**src/rtl/row_col_dec_5x5.sv**
```systemverilog
// Decodes the 5x5 DCO capacitor-array select bus back to its control word and checks legality.
// Build with ROW_COL_DEC_MINMAX_EN defined to add the word_min/word_max tracking ports.
module row_col_dec_5x5 #(
    parameter int MAX        = 25,
    parameter int ERR_W      = 8,
    parameter int STABLE_CYC = 4
) (
    input  logic             clk,
    input  logic             rst,
    input  logic             en,
    input  logic             clr,
    input  logic [4:0]       r_all,
    input  logic [4:0]       row,
    input  logic [4:0]       col,
    output logic [4:0]       word,
    output logic             valid,
    output logic             err,
    output logic             err_sticky,
    output logic [ERR_W-1:0] err_cnt,
    output logic             stable
`ifdef ROW_COL_DEC_MINMAX_EN
    ,
    output logic [4:0]       word_min,
    output logic [4:0]       word_max
`endif
);

    localparam int RC_W = (STABLE_CYC < 2) ? 1 : $clog2(STABLE_CYC + 1);

    typedef enum logic [1:0] {ST_IDLE, ST_TRACK, ST_STABLE} state_t;

    logic [4:0]       s1_r_all_q, s1_r_all_d;
    logic [4:0]       s1_row_q, s1_row_d;
    logic [4:0]       s1_col_q, s1_col_d;
    logic             s1_v_q, s1_v_d;

    logic [4:0]       word_q, word_d;
    logic             valid_q, valid_d;
    logic             err_q, err_d;
    logic             err_sticky_q, err_sticky_d;
    logic [ERR_W-1:0] err_cnt_q, err_cnt_d;

    state_t           state_q, state_d;
    logic [RC_W-1:0]  run_cnt_q, run_cnt_d;
    logic [4:0]       ref_q, ref_d;

    // Column must be a thermometer filled from bit0 (even rows) or from bit4 (odd rows, snake order).
    logic [5:0] lo_hit;
    logic [5:0] hi_hit;
    genvar gi;
    generate
        for (gi = 0; gi < 6; gi++) begin : g_therm
            localparam logic [4:0] LO_PAT = 5'((1 << gi) - 1);
            localparam logic [4:0] HI_PAT = 5'(~((1 << (5 - gi)) - 1));
            assign lo_hit[gi] = (s1_col_q == LO_PAT);
            assign hi_hit[gi] = (s1_col_q == HI_PAT);
        end
    endgenerate

    logic [2:0] r_val;
    logic       r_ok;
    logic       row_ok;
    logic       col_ok;
    logic [2:0] c_val;
    logic [4:0] sum;
    logic       legal;

    always_comb begin
        r_val = 3'd0;
        r_ok  = 1'b1;
        case (s1_r_all_q[3:0])
            4'b1111: r_val = 3'd0;
            4'b1110: r_val = 3'd1;
            4'b1100: r_val = 3'd2;
            4'b1000: r_val = 3'd3;
            4'b0000: r_val = 3'd4;
            default: r_ok  = 1'b0;
        endcase

        row_ok = (s1_row_q == (5'd1 << r_val));
        col_ok = r_val[0] ? (|hi_hit) : (|lo_hit);

        c_val = 3'd0;
        for (int i = 0; i < 5; i++) begin
            c_val = c_val + 3'(s1_col_q[i]);
        end

        sum   = {r_val, 2'b00} + {2'b00, r_val} + {2'b00, c_val};
        legal = s1_r_all_q[4] && r_ok && row_ok && col_ok
                && !((r_val != 3'd0) && (c_val == 3'd0))
                && ({27'd0, sum} <= 32'(MAX));
    end

    always_comb begin
        s1_r_all_d = en ? r_all : s1_r_all_q;
        s1_row_d   = en ? row   : s1_row_q;
        s1_col_d   = en ? col   : s1_col_q;
        s1_v_d     = en;

        valid_d = s1_v_q & legal;
        err_d   = s1_v_q & ~legal;
        word_d  = valid_d ? sum : word_q;

        // clr dominates a coincident error so software sees a clean slate.
        err_cnt_d    = err_cnt_q;
        err_sticky_d = err_sticky_q;
        if (clr) begin
            err_cnt_d    = '0;
            err_sticky_d = 1'b0;
        end else if (err_d) begin
            err_sticky_d = 1'b1;
            if (err_cnt_q != {ERR_W{1'b1}}) begin
                err_cnt_d = err_cnt_q + 1'b1;
            end
        end
    end

    logic [RC_W-1:0] run_inc;

    always_comb begin
        state_d   = state_q;
        run_cnt_d = run_cnt_q;
        ref_d     = ref_q;
        run_inc   = run_cnt_q + 1'b1;

        if (err_q) begin
            state_d = ST_IDLE;
        end else if (valid_q) begin
            case (state_q)
                ST_IDLE: begin
                    ref_d     = word_q;
                    run_cnt_d = RC_W'(1);
                    state_d   = (STABLE_CYC <= 1) ? ST_STABLE : ST_TRACK;
                end
                ST_TRACK: begin
                    if (word_q == ref_q) begin
                        run_cnt_d = run_inc;
                        if (32'(run_inc) >= 32'(STABLE_CYC)) begin
                            state_d = ST_STABLE;
                        end
                    end else begin
                        ref_d     = word_q;
                        run_cnt_d = RC_W'(1);
                    end
                end
                ST_STABLE: begin
                    if (word_q != ref_q) begin
                        state_d   = ST_TRACK;
                        ref_d     = word_q;
                        run_cnt_d = RC_W'(1);
                    end
                end
                default: state_d = ST_IDLE;
            endcase
        end
    end

    always_ff @(posedge clk) begin
        if (rst) begin
            s1_r_all_q   <= '0;
            s1_row_q     <= '0;
            s1_col_q     <= '0;
            s1_v_q       <= 1'b0;
            word_q       <= '0;
            valid_q      <= 1'b0;
            err_q        <= 1'b0;
            err_sticky_q <= 1'b0;
            err_cnt_q    <= '0;
            state_q      <= ST_IDLE;
            run_cnt_q    <= '0;
            ref_q        <= '0;
        end else begin
            s1_r_all_q   <= s1_r_all_d;
            s1_row_q     <= s1_row_d;
            s1_col_q     <= s1_col_d;
            s1_v_q       <= s1_v_d;
            word_q       <= word_d;
            valid_q      <= valid_d;
            err_q        <= err_d;
            err_sticky_q <= err_sticky_d;
            err_cnt_q    <= err_cnt_d;
            state_q      <= state_d;
            run_cnt_q    <= run_cnt_d;
            ref_q        <= ref_d;
        end
    end

    assign word       = word_q;
    assign valid      = valid_q;
    assign err        = err_q;
    assign err_sticky = err_sticky_q;
    assign err_cnt    = err_cnt_q;
    assign stable     = (state_q == ST_STABLE);

`ifdef ROW_COL_DEC_MINMAX_EN
    logic [4:0] word_min_q, word_min_d;
    logic [4:0] word_max_q, word_max_d;

    always_comb begin
        word_min_d = word_min_q;
        word_max_d = word_max_q;
        if (clr) begin
            word_min_d = 5'd31;
            word_max_d = 5'd0;
        end else if (valid_d) begin
            if (sum < word_min_q) word_min_d = sum;
            if (sum > word_max_q) word_max_d = sum;
        end
    end

    always_ff @(posedge clk) begin
        if (rst) begin
            word_min_q <= 5'd31;
            word_max_q <= 5'd0;
        end else begin
            word_min_q <= word_min_d;
            word_max_q <= word_max_d;
        end
    end

    assign word_min = word_min_q;
    assign word_max = word_max_q;
`endif

endmodule
```
**config.mk**
```make
export PLATFORM = sky130hd
export DESIGN_NAME = row_col_dec_5x5
export DESIGN_NICKNAME = d
export VERILOG_FILES = /design/src/rtl/row_col_dec_5x5.sv
export SDC_FILE = /design/constraint.sdc
export NUM_CORES = 1
export LEC_CHECK = 0
export ABC_AREA = 0
export BUFFER_PORTS_ARGS = -buffer_cell sky130_fd_sc_hd__buf_2
export CAP_MARGIN = 20
export CORE_ASPECT_RATIO = 1.1
export CORE_MARGIN = 3
export CORE_UTILIZATION = 44
export CTS_CLUSTER_DIAMETER = 150
export DETAILED_ROUTE_END_ITERATION = 6
export HOLD_SLACK_MARGIN = 0.03
export PLACE_DENSITY = 0.62
export SLEW_MARGIN = 5
export SYNTH_ARGS = -nofsm -noshare
export SYNTH_HDL_FRONTEND = slang
export SYNTH_SLANG_ARGS = --single-unit
```
**constraint.sdc**
```tcl
create_clock -name clk -period 4.8 [get_ports clk]
set_input_delay 0.96 -clock clk [delete_from_list [all_inputs] [get_ports clk]]
set_output_delay 0.96 -clock clk [all_outputs]
set_load 0.005 [all_outputs]
```
==> results of run 1 <==
flip-flops by register name, indices dropped and copies added (netlist names):
| signal | flops |
|---|---|
| err | 1 |
| err_cnt | 8 |
| err_sticky | 1 |
| ref_q | 5 |
| run_cnt_q | 3 |
| s1_col_q | 5 |
| s1_r_all_q | 5 |
| s1_row_q | 5 |
| s1_v_q | 1 |
| state_q | 2 |
| valid | 1 |
| word | 5 |
synth_stat cells (all sizes together), types with 2 or more instances:
cell type	number
or4	3
a21o	2
a211oi	3
or2	2
nand3	11
dfxtp	42
o21ai	8
and3	2
xor2	4
nor2b	3
mux2i	22
or3	4
a21oi	17
o31ai	7
nand3b	2
buf	8
clkbuf	7
nor3	9
a221oi	2
nor4	2
o211ai	2
nor4b	2
xnor2	5
inv	21
fa	4
ha	12
nor2	30
nand2	13
cell type report:
type	count	area, um^2	share of cell area
timing repair buffer	35	175.2	0.06635
clock inverter	2	12.51	0.004739
multi-input combinational	188	1360	0.5152
tap	72	90.09	0.03412
sequential	42	840.8	0.3185
inverter	21	78.83	0.02986
clock buffer	6	82.58	0.03128
cell families (layout without fill, tap and decap cells):
family	Yosys count	after routing	share of synthesized area
simple gates	91	91	0.2084
compound gates	48	48	0.1312
buf+inv	36	64	0.07664
mux	23	23	0.09711
flops	42	42	0.3528
xor+xnor	9	9	0.03307
fa+ha+maj	17	17	0.1008
cells in the final DEF, fill, tap and decap left out, types with 2 or more instances in the layout:
cell type / n
dfxtp_1: 42
buf_2: 35
nor2_1: 30
mux2i_1: 22
inv_1: 21
a21oi_1: 17
nand2_1: 12
ha_1: 12
nor3_1: 9
nand3_1: 8
o21ai_0: 7
o31ai_1: 6
clkbuf_8: 6
xnor2_1: 5
xor2_1: 4
or3_1: 4
fa_1: 4
nor2b_1: 3
a211oi_1: 3
nand3_2: 3
or4_1: 3
a221oi_1: 2
nor4b_1: 2
a21o_1: 2
nand3b_1: 2
o211ai_1: 2
power by group:
part | total, W | switching [W] | internal (W)
Combinational | 0.0000906 | 0.0000491 | 0.0000415
Sequential | 0.000370 | 0.0000123 | 0.000357
Clock | 0.000234 | 0.000119 | 0.000116
stage by stage:
stage	total power (W)	utilization	hold slack [ps]	instances	worst slack [ps]
2_1_floorplan	0.0004473	-	442.1	266	948.8
4_1_cts	0.0007081	0.5141	451.2	366	615.9
6_report	0.0006944	0.5141	447.1	366	634.8
3_5_place_dp	0.0004690	0.4956	439.0	358	624.0
5_1_grt	0.0007372	0.5141	481.9	366	340.1
3_3_place_gp	0.0004671	0.4956	433.5	358	753.8
critical path, stage by stage (launching register included):
cell and delay [ps]:
dfxtp_1 390, inv_1 110, fa_1 490, fa_1 360, inv_1 60, ha_1 150
inv_1 50, fa_1 520, inv_1 50, ha_1 290, a21o_1 170, a21oi_1 260
a21o_1 150, o31ai_1 70, and3_4 290, or4_1 520, a21oi_1 150
worst max path at each step:
stage,from,end,slack (ps),cells after the start
after floorplan,s1_col_q[0],err_cnt[3],950,16
after global placement,s1_col_q[0],err_cnt[3],750,16
after detailed placement,s1_col_q[0],err_cnt[7],620,16
after CTS,s1_col_q[0],err_cnt[7],620,16
after global routing,s1_col_q[0],word[2],340,16
final,s1_col_q[0],err_cnt[7],630,16
per-layer routing:
metal	vias to the layer above	GRT usage	routed length (um)
li1	979	-	-
met1	893	0.1774	2091
met2	43	0.2476	2082
met3	7	0.03796	189
met4	0	0.05437	76
met5	-	0	0
==> results.json, run 1 <==
{
  "status": "completed",
  "stdcell_area_um2": 2640,
  "worst_r2r_endpoint": "err_cnt[7]",
  "rrSetupSlack_ps": 630,
  "period_minus_slack_ps": 4165,
  "initial_core_util": 0.4642,
  "start_kind": "register",
  "setup_viol": 0,
  "synth-edff-count": 0,
  "max-clock-path-buffers": 2,
  "grt_max_degree": 38,
  "cp_max_fo": 24,
  "hold_buffers": 0,
  "die_y_um": 83.20,
  "hold_path_end": "err_sticky",
  "synth_top_area_frac": 0.3528,
  "cp.arrival_ps": 4390,
  "reg2reg_depth": 16,
  "yosysTopAreaCell": "dfxtp_1",
  "ys_seq_area_frac": 0.3528,
  "syn_area_um2": 2384,
  "routed_wl_mm": 4.440,
  "hold_violations": 0,
  "die_x_um": 76.18,
  "finalSetupTns_ps": 0,
  "yosys_warnings": 0,
  "vias": 1922,
  "p_leak_nw": 1.177,
  "rsz0062_at_grt": "false",
  "grt_util_all_layers": 0.1460,
  "portBuffers": 35,
  "synth_cell_types": 55,
  "timing.rr.start": "s1_col_q[0]",
  "drc": 0,
  "netlist_instances": 266,
  "vdd_drop_max_uv": 156.1,
  "async_flop_share": 0,
  "place_congestion": 0.8041,
  "avgSynthCellArea_um2": 8.961,
  "hpwl_mm": 3.219,
  "powerDensity_nw_per_um2": 263.0,
  "synth_seq_cells": 42,
  "min_path_type": "reg2reg",
  "cts_htree_levels": 2,
  "io_pins": 36,
  "placed_area_um2": 2545,
  "dr.pass1.iters": 5,
  "worstPathRequired_ps": 5030,
  "maxSlewViolCount": 0,
  "cts.clk_slew.worst_paths_ps": 80,
  "post_drt_wl_per_cell_um": 12.13,
  "fin_skew_ps": 6.177,
  "relSlewSlack": 0.5379,
  "antenna_cells": 0,
  "endpoint_kind": "register",
  "ant_nets": 0,
  "cts-root-buf": "clkbuf_8",
  "num-nets-final": 328,
  "rows": 27,
  "cts_sinks": 42,
  "die_area_um2": 6337,
  "post_cts.repair.setup_buffers": 0,
  "cts-buffers-inserted": 5,
  "grt_pass1_vias": 1719,
  "worst_pin_slew_ps": 693.1,
  "area_growth_pct": 10.76,
  "max_cap_viol_count": 0,
  "synth.area.top_cells": "dfxtp_1 (35%), mux2i_1 (9.2%), ha_1 (6.3%)",
  "vias_per_cell": 5.251,
  "grt_pass1_wl_mm": 7.624,
  "ys.flop_type": "dfxtp_1",
  "min_period_over_period": 0.8678,
  "overflow": 0,
  "fill_cells": 517,
  "ctsResizeCount": 0,
  "fmax_mhz": 240.1,
  "cts_tree": "done",
  "hold_depth": 2,
  "worst-setup-path-type": "reg2reg",
  "drive_gt1_frac": 0.1769,
  "drtIter0Drc": 80,
  "clock_latency_ps": 290,
  "grt_antenna_before_repair": 0,
  "syn_nets": 301,
  "coreArea_um2": 5135,
  "hp-start": "err_sticky"
}
Note: power is estimated with default switching activity, not from simulation.
==> run 2, diff against run 1 <==
Settings changed: SKIP_CTS_REPAIR_TIMING from default to 1.
Clock period 4.8 ns to 5.1 ns, I/O delays scaled along.
==> results.json, run 2 (synthesis results as in run 1) <==
{
  "max_cap_viol_count": 0,
  "worstPathRequired_ps": 5320,
  "hold_ws_ps": 444.7,
  "cp.arrival_ps": 4370,
  "cts-root-buf": "clkbuf_8",
  "post_drt_wl_per_cell_um": 11.88,
  "busiest_layer": "met2",
  "worst_path_max_delay_cell": "fa_1",
  "drc": 0,
  "place_congestion": 0.8015,
  "fin_ws_ps": 958.7,
  "overflow": 0,
  "cp_cell_sequence": "inv_1 -> fa_1 -> fa_1 -> inv_1 -> ha_1 -> inv_1 -> fa_1 -> inv_1 -> ha_1 -> a21o_1 -> a21oi_1 -> a21o_1 -> o31ai_1 -> and3_4 -> or4_1 -> a21oi_1",
  "fmax_mhz": 241.5,
  "drive_gt1_frac": 0.1735,
  "pwr-share-clk": 0.336,
  "start_kind": "register",
  "cts_htree_levels": 2,
  "cts_tree": "done",
  "place_ws_ps": 933.9,
  "hold_violations": 0,
  "grt_pass1_vias": 1807,
  "max-clock-path-buffers": 2,
  "grt_max_degree": 38,
  "vdd_drop_max_uv": 137.4,
  "dp.cells": 358,
  "finalSetupTns_ps": 0,
  "p_seq_frac": 0.534,
  "dr.pass1.iters": 5,
  "largest_register_ffs": 8,
  "routed_wl_mm": 4.347,
  "coreArea_um2": 5135,
  "cts-buffers-inserted": 5,
  "drtIter0Drc": 66,
  "vias": 1882,
  "endpoint_kind": "register",
  "met2_usage": 0.2556,
  "area_growth_pct": 10.60,
  "grt_antenna_before_repair": 0,
  "min_path_type": "reg2reg",
  "grt_util_all_layers": 0.1499,
  "slowest_delay_ps": 520,
  "io_pins": 36,
  "p_switching_w": 0.0001667,
  "cp_max_fo": 24,
  "cts_sinks": 42,
  "min_period_over_period": 0.8120,
  "cts.clk_slew.worst_paths_ps": 80,
  "portBuffers": 35,
  "crit_top_cell": "inv_1",
  "fin_skew_ps": 10.20,
  "rows": 27,
  "worst_pin_slew_ps": 676.9,
  "initial_core_util": 0.4642,
  "maxSlewViolCount": 0,
  "final_cell_mix": "dfxtp_1 (42), buf_2 (35), nor2_1 (30)",
  "period_minus_slack_ps": 4141,
  "grt_pass1_wl_mm": 7.879,
  "use_met1": 0.1811,
  "final_common_cell": "dfxtp_1",
  "clock_latency_ps": 290,
  "ant_nets": 0,
  "worst-setup-path-type": "reg2reg",
  "instances_no_fill": 366,
  "vias_per_cell": 5.142,
  "powerDensity_nw_per_um2": 246.9,
  "swShare": 0.2561,
  "rsz0062_at_grt": "false",
  "relSlewSlack": 0.5488,
  "status": "completed",
  "comb_power_share": 0.129,
  "num-nets-final": 328,
  "die_area_um2": 6337,
  "hpwl_mm": 3.223,
  "p_leak_nw": 1.178,
  "p_int_w": 0.0004842,
  "grtUsageMet3": 0.04121,
  "setup_viol": 0,
  "die_y_um": 83.20,
  "die_x_um": 76.18,
  "antenna_cells": 0,
  "fill_cells": 525
}
-- run 2: cell count changes in the layout (fill, tap and decap cells not counted), sizes merged --
| cell | change |
|---|---|
| clkbuf | +1 |
| clkinvlp | -1 |
-- run 2: power by group through the flow --
stage	sequential [W]	combinational, W	clock (W)
detailed placement	0.000356	0.0000855	0
CTS	0.000348	0.0000861	0.000229
floorplan	0.000350	0.0000709	0
global placement	0.000355	0.0000846	0
finish	0.000348	0.0000842	0.000219
global route	0.000350	0.0000983	0.000243
-- run 2: layout make-up --
cell class / count / area (um^2) / area share
clock buffer: 7 / 86.33 / 0.03275
clock inverter: 1 / 5.005 / 0.001898
inverter: 21 / 78.83 / 0.02990
multi-input combinational: 188 / 1360 / 0.5159
sequential: 42 / 840.8 / 0.3189
tap: 72 / 90.09 / 0.03417
timing repair buffer: 35 / 175.2 / 0.06645
-- run 2: worst max-delay path, delay by kind of cell, from the launching register on --
kind,cells,cell delay [ps]
and+or+nand+nor,2,800
AOI/OAI and AO/OA,5,810
DFF,1,390
adders and majority gates,5,1800
buffers and inverters,4,270
-- run 2: worst paths after layout --
kind,from,to,slack (ps),cells past startpoint
hold reg to reg,err_sticky,err_sticky,440,2
setup / recovery,s1_col_q[0],err_cnt[4],960,16
setup reg to reg,s1_col_q[0],err_cnt[4],960,16
hold / removal,err_sticky,err_sticky,440,2
-- run 2: stage by stage --
stage	cell area, um^2	total power, W	util
2_1_floorplan	2384	0.0004210	-
3_3_place_gp	2545	0.0004396	0.4956
3_5_place_dp	2545	0.0004411	0.4956
4_1_cts	2636	0.0006631	0.5134
5_1_grt	2636	0.0006913	0.5134
6_report	2636	0.0006509	0.5134
-- run 2: routing by layer --
metal / part of all wire / wire, um / vias to the layer above
met2: 0.47 / 2039 / 30
met4: 0.014 / 59 / 0
li1: - / - / 978
met3: 0.039 / 170 / 5
met5: 0 / 0 / -
met1: 0.48 / 2077 / 869
==> run 3, diff against run 2 <==
Settings changed: PLACE_DENSITY 0.62 to 0.65.
Clock period 5.1 ns to 3.5 ns, I/O delays scaled along.
==> results.json, run 3 (synthesis results as in run 1) <==
{
  "setup_viol": 16,
  "drtIter0Drc": 78,
  "status": "finished, violations left",
  "dr.pass1.iters": 4,
  "cp.arrival_ps": 4090,
  "cts-buffers-inserted": 5,
  "slowest_delay_ps": 510,
  "num-nets-final": 348,
  "violations": "setup timing",
  "min_path_type": "reg2reg",
  "initial_core_util": 0.4642,
  "crit_top_cell": "inv_2",
  "largest_register_ffs": 8,
  "place_congestion": 0.7720,
  "final_common_cell": "dfxtp_1",
  "p_leak_nw": 1.310,
  "die_y_um": 83.20,
  "io_pins": 36,
  "area_growth_pct": 24.72,
  "cp_max_fo": 6,
  "max_cap_viol_count": 0,
  "portBuffers": 35,
  "worst_pin_slew_ps": 692.9,
  "worst_path_max_delay_cell": "fa_1",
  "worstPathRequired_ps": 3690,
  "cts_htree_levels": 2,
  "max-clock-path-buffers": 2,
  "drive_gt1_frac": 0.3248,
  "post_drt_wl_per_cell_um": 12.28,
  "overflow": 0,
  "grt_pass1_vias": 1785,
  "grt_pass1_wl_mm": 7.783,
  "stdcell_area_um2": 2973,
  "powerDensity_nw_per_um2": 356.6,
  "vias": 1959,
  "clock_latency_ps": 300,
  "fin_ws_ps": -392.6,
  "cts_sinks": 42,
  "grt_max_degree": 38,
  "antenna_cells": 0,
  "die_area_um2": 6337,
  "fin_skew_ps": 3.862,
  "coreArea_um2": 5135,
  "cts.clk_slew.worst_paths_ps": 80,
  "rsz0062_at_grt": "true",
  "final_cell_mix": "dfxtp_1 (39), buf_2 (35), nor2_1 (30)",
  "rows": 27,
  "vias_per_cell": 5.075,
  "maxSlewViolCount": 0,
  "vdd_drop_max_uv": 228.6,
  "cts-root-buf": "clkbuf_8",
  "placed_area_um2": 2676,
  "worst-setup-path-type": "reg2reg",
  "routed_wl_mm": 4.742,
  "min_period_over_period": 1.112,
  "fmax_mhz": 256.9,
  "relSlewSlack": 0.5381,
  "die_x_um": 76.18,
  "hpwl_mm": 3.292,
  "start_kind": "register",
  "endpoint_kind": "register",
  "period_minus_slack_ps": 3893,
  "hold_ws_ps": 448.1,
  "cts_tree": "done",
  "grt_antenna_before_repair": 0,
  "utilization": 0.5789,
  "grt_util_all_layers": 0.1462,
  "hold_violations": 0,
  "ant_nets": 0,
  "drc": 0,
  "cp_cell_sequence": "inv_2 -> fa_1 -> fa_2 -> inv_2 -> ha_4 -> inv_2 -> fa_1 -> inv_1 -> ha_1 -> a21o_1 -> a21oi_2 -> buf_4 -> nor3_4 -> o31ai_4 -> and3_4 -> buf_4 -> nor3_1 -> o211a_1"
}
[run 3: cell count changes in the layout (fill, tap and decap cells not counted), sizes merged]
| cell | change |
|---|---|
| buf | +19 |
| clkbuf | -2 |
| and3 | +1 |
| bufinv | +1 |
| clkinv | +1 |
[run 3: stage by stage]
step / setup TNS (ps) / total power [W] / cells / worst slack, ps
final: -4949 / 0.001060 / 386 / -392.6
after global routing: -7572 / 0.001113 / 386 / -553.3
after CTS: -5191 / 0.001046 / 382 / -409.1
after detailed placement: -4804 / 0.0006609 / 374 / -380.7
after global placement: -3685 / 0.0006578 / 374 / -287.4
after floorplan: -2890 / 0.0006155 / 266 / -236.5
[run 3: cell type report]
cell class / count / area (um^2)
tap: 72 / 90.09
clock inverter: 3 / 40.04
fill: 465 / 2162
sequential: 42 / 844.6
timing repair buffer: 54 / 329.1
clock buffer: 5 / 68.82
multi-input combinational: 189 / 1521
inverter: 21 / 78.83
[run 3: path summary, 6_finish.rpt]
kind,startpoint,endpoint,slack [ps],depth (start not counted)
max reg2reg,s1_col_q[1],err_cnt[6],-390,18
max,s1_col_q[1],err_cnt[6],-390,18
min,err_sticky,err_sticky,450,2
min reg2reg,err_sticky,err_sticky,450,2
[run 3: layer usage]
metal,global-route usage,vias up,share of wire
met5,0,-,0
met4,0.06425,0,0.019
met3,0.02495,8,0.036
met2,0.2492,35,0.48
met1,0.1808,896,0.46
li1,-,1020,-
[run 3: power breakdown]
group | total [W] | switching [W] | internal [W]
Clock | 0.000380 | 0.000170 | 0.000210
Sequential | 0.000506 | 0.0000157 | 0.000490
Combinational | 0.000174 | 0.0000874 | 0.0000868
[run 3: critical path, delay by kind of cell, from the launching register on]
family / cells / cell delay [ps]
buffers and inverters: 6 / 480
adder cells (fa/ha/maj): 5 / 1780
AND/OR/NAND/NOR: 3 / 350
AO/OA/AOI/OAI: 4 / 830
flip-flops: 1 / 340
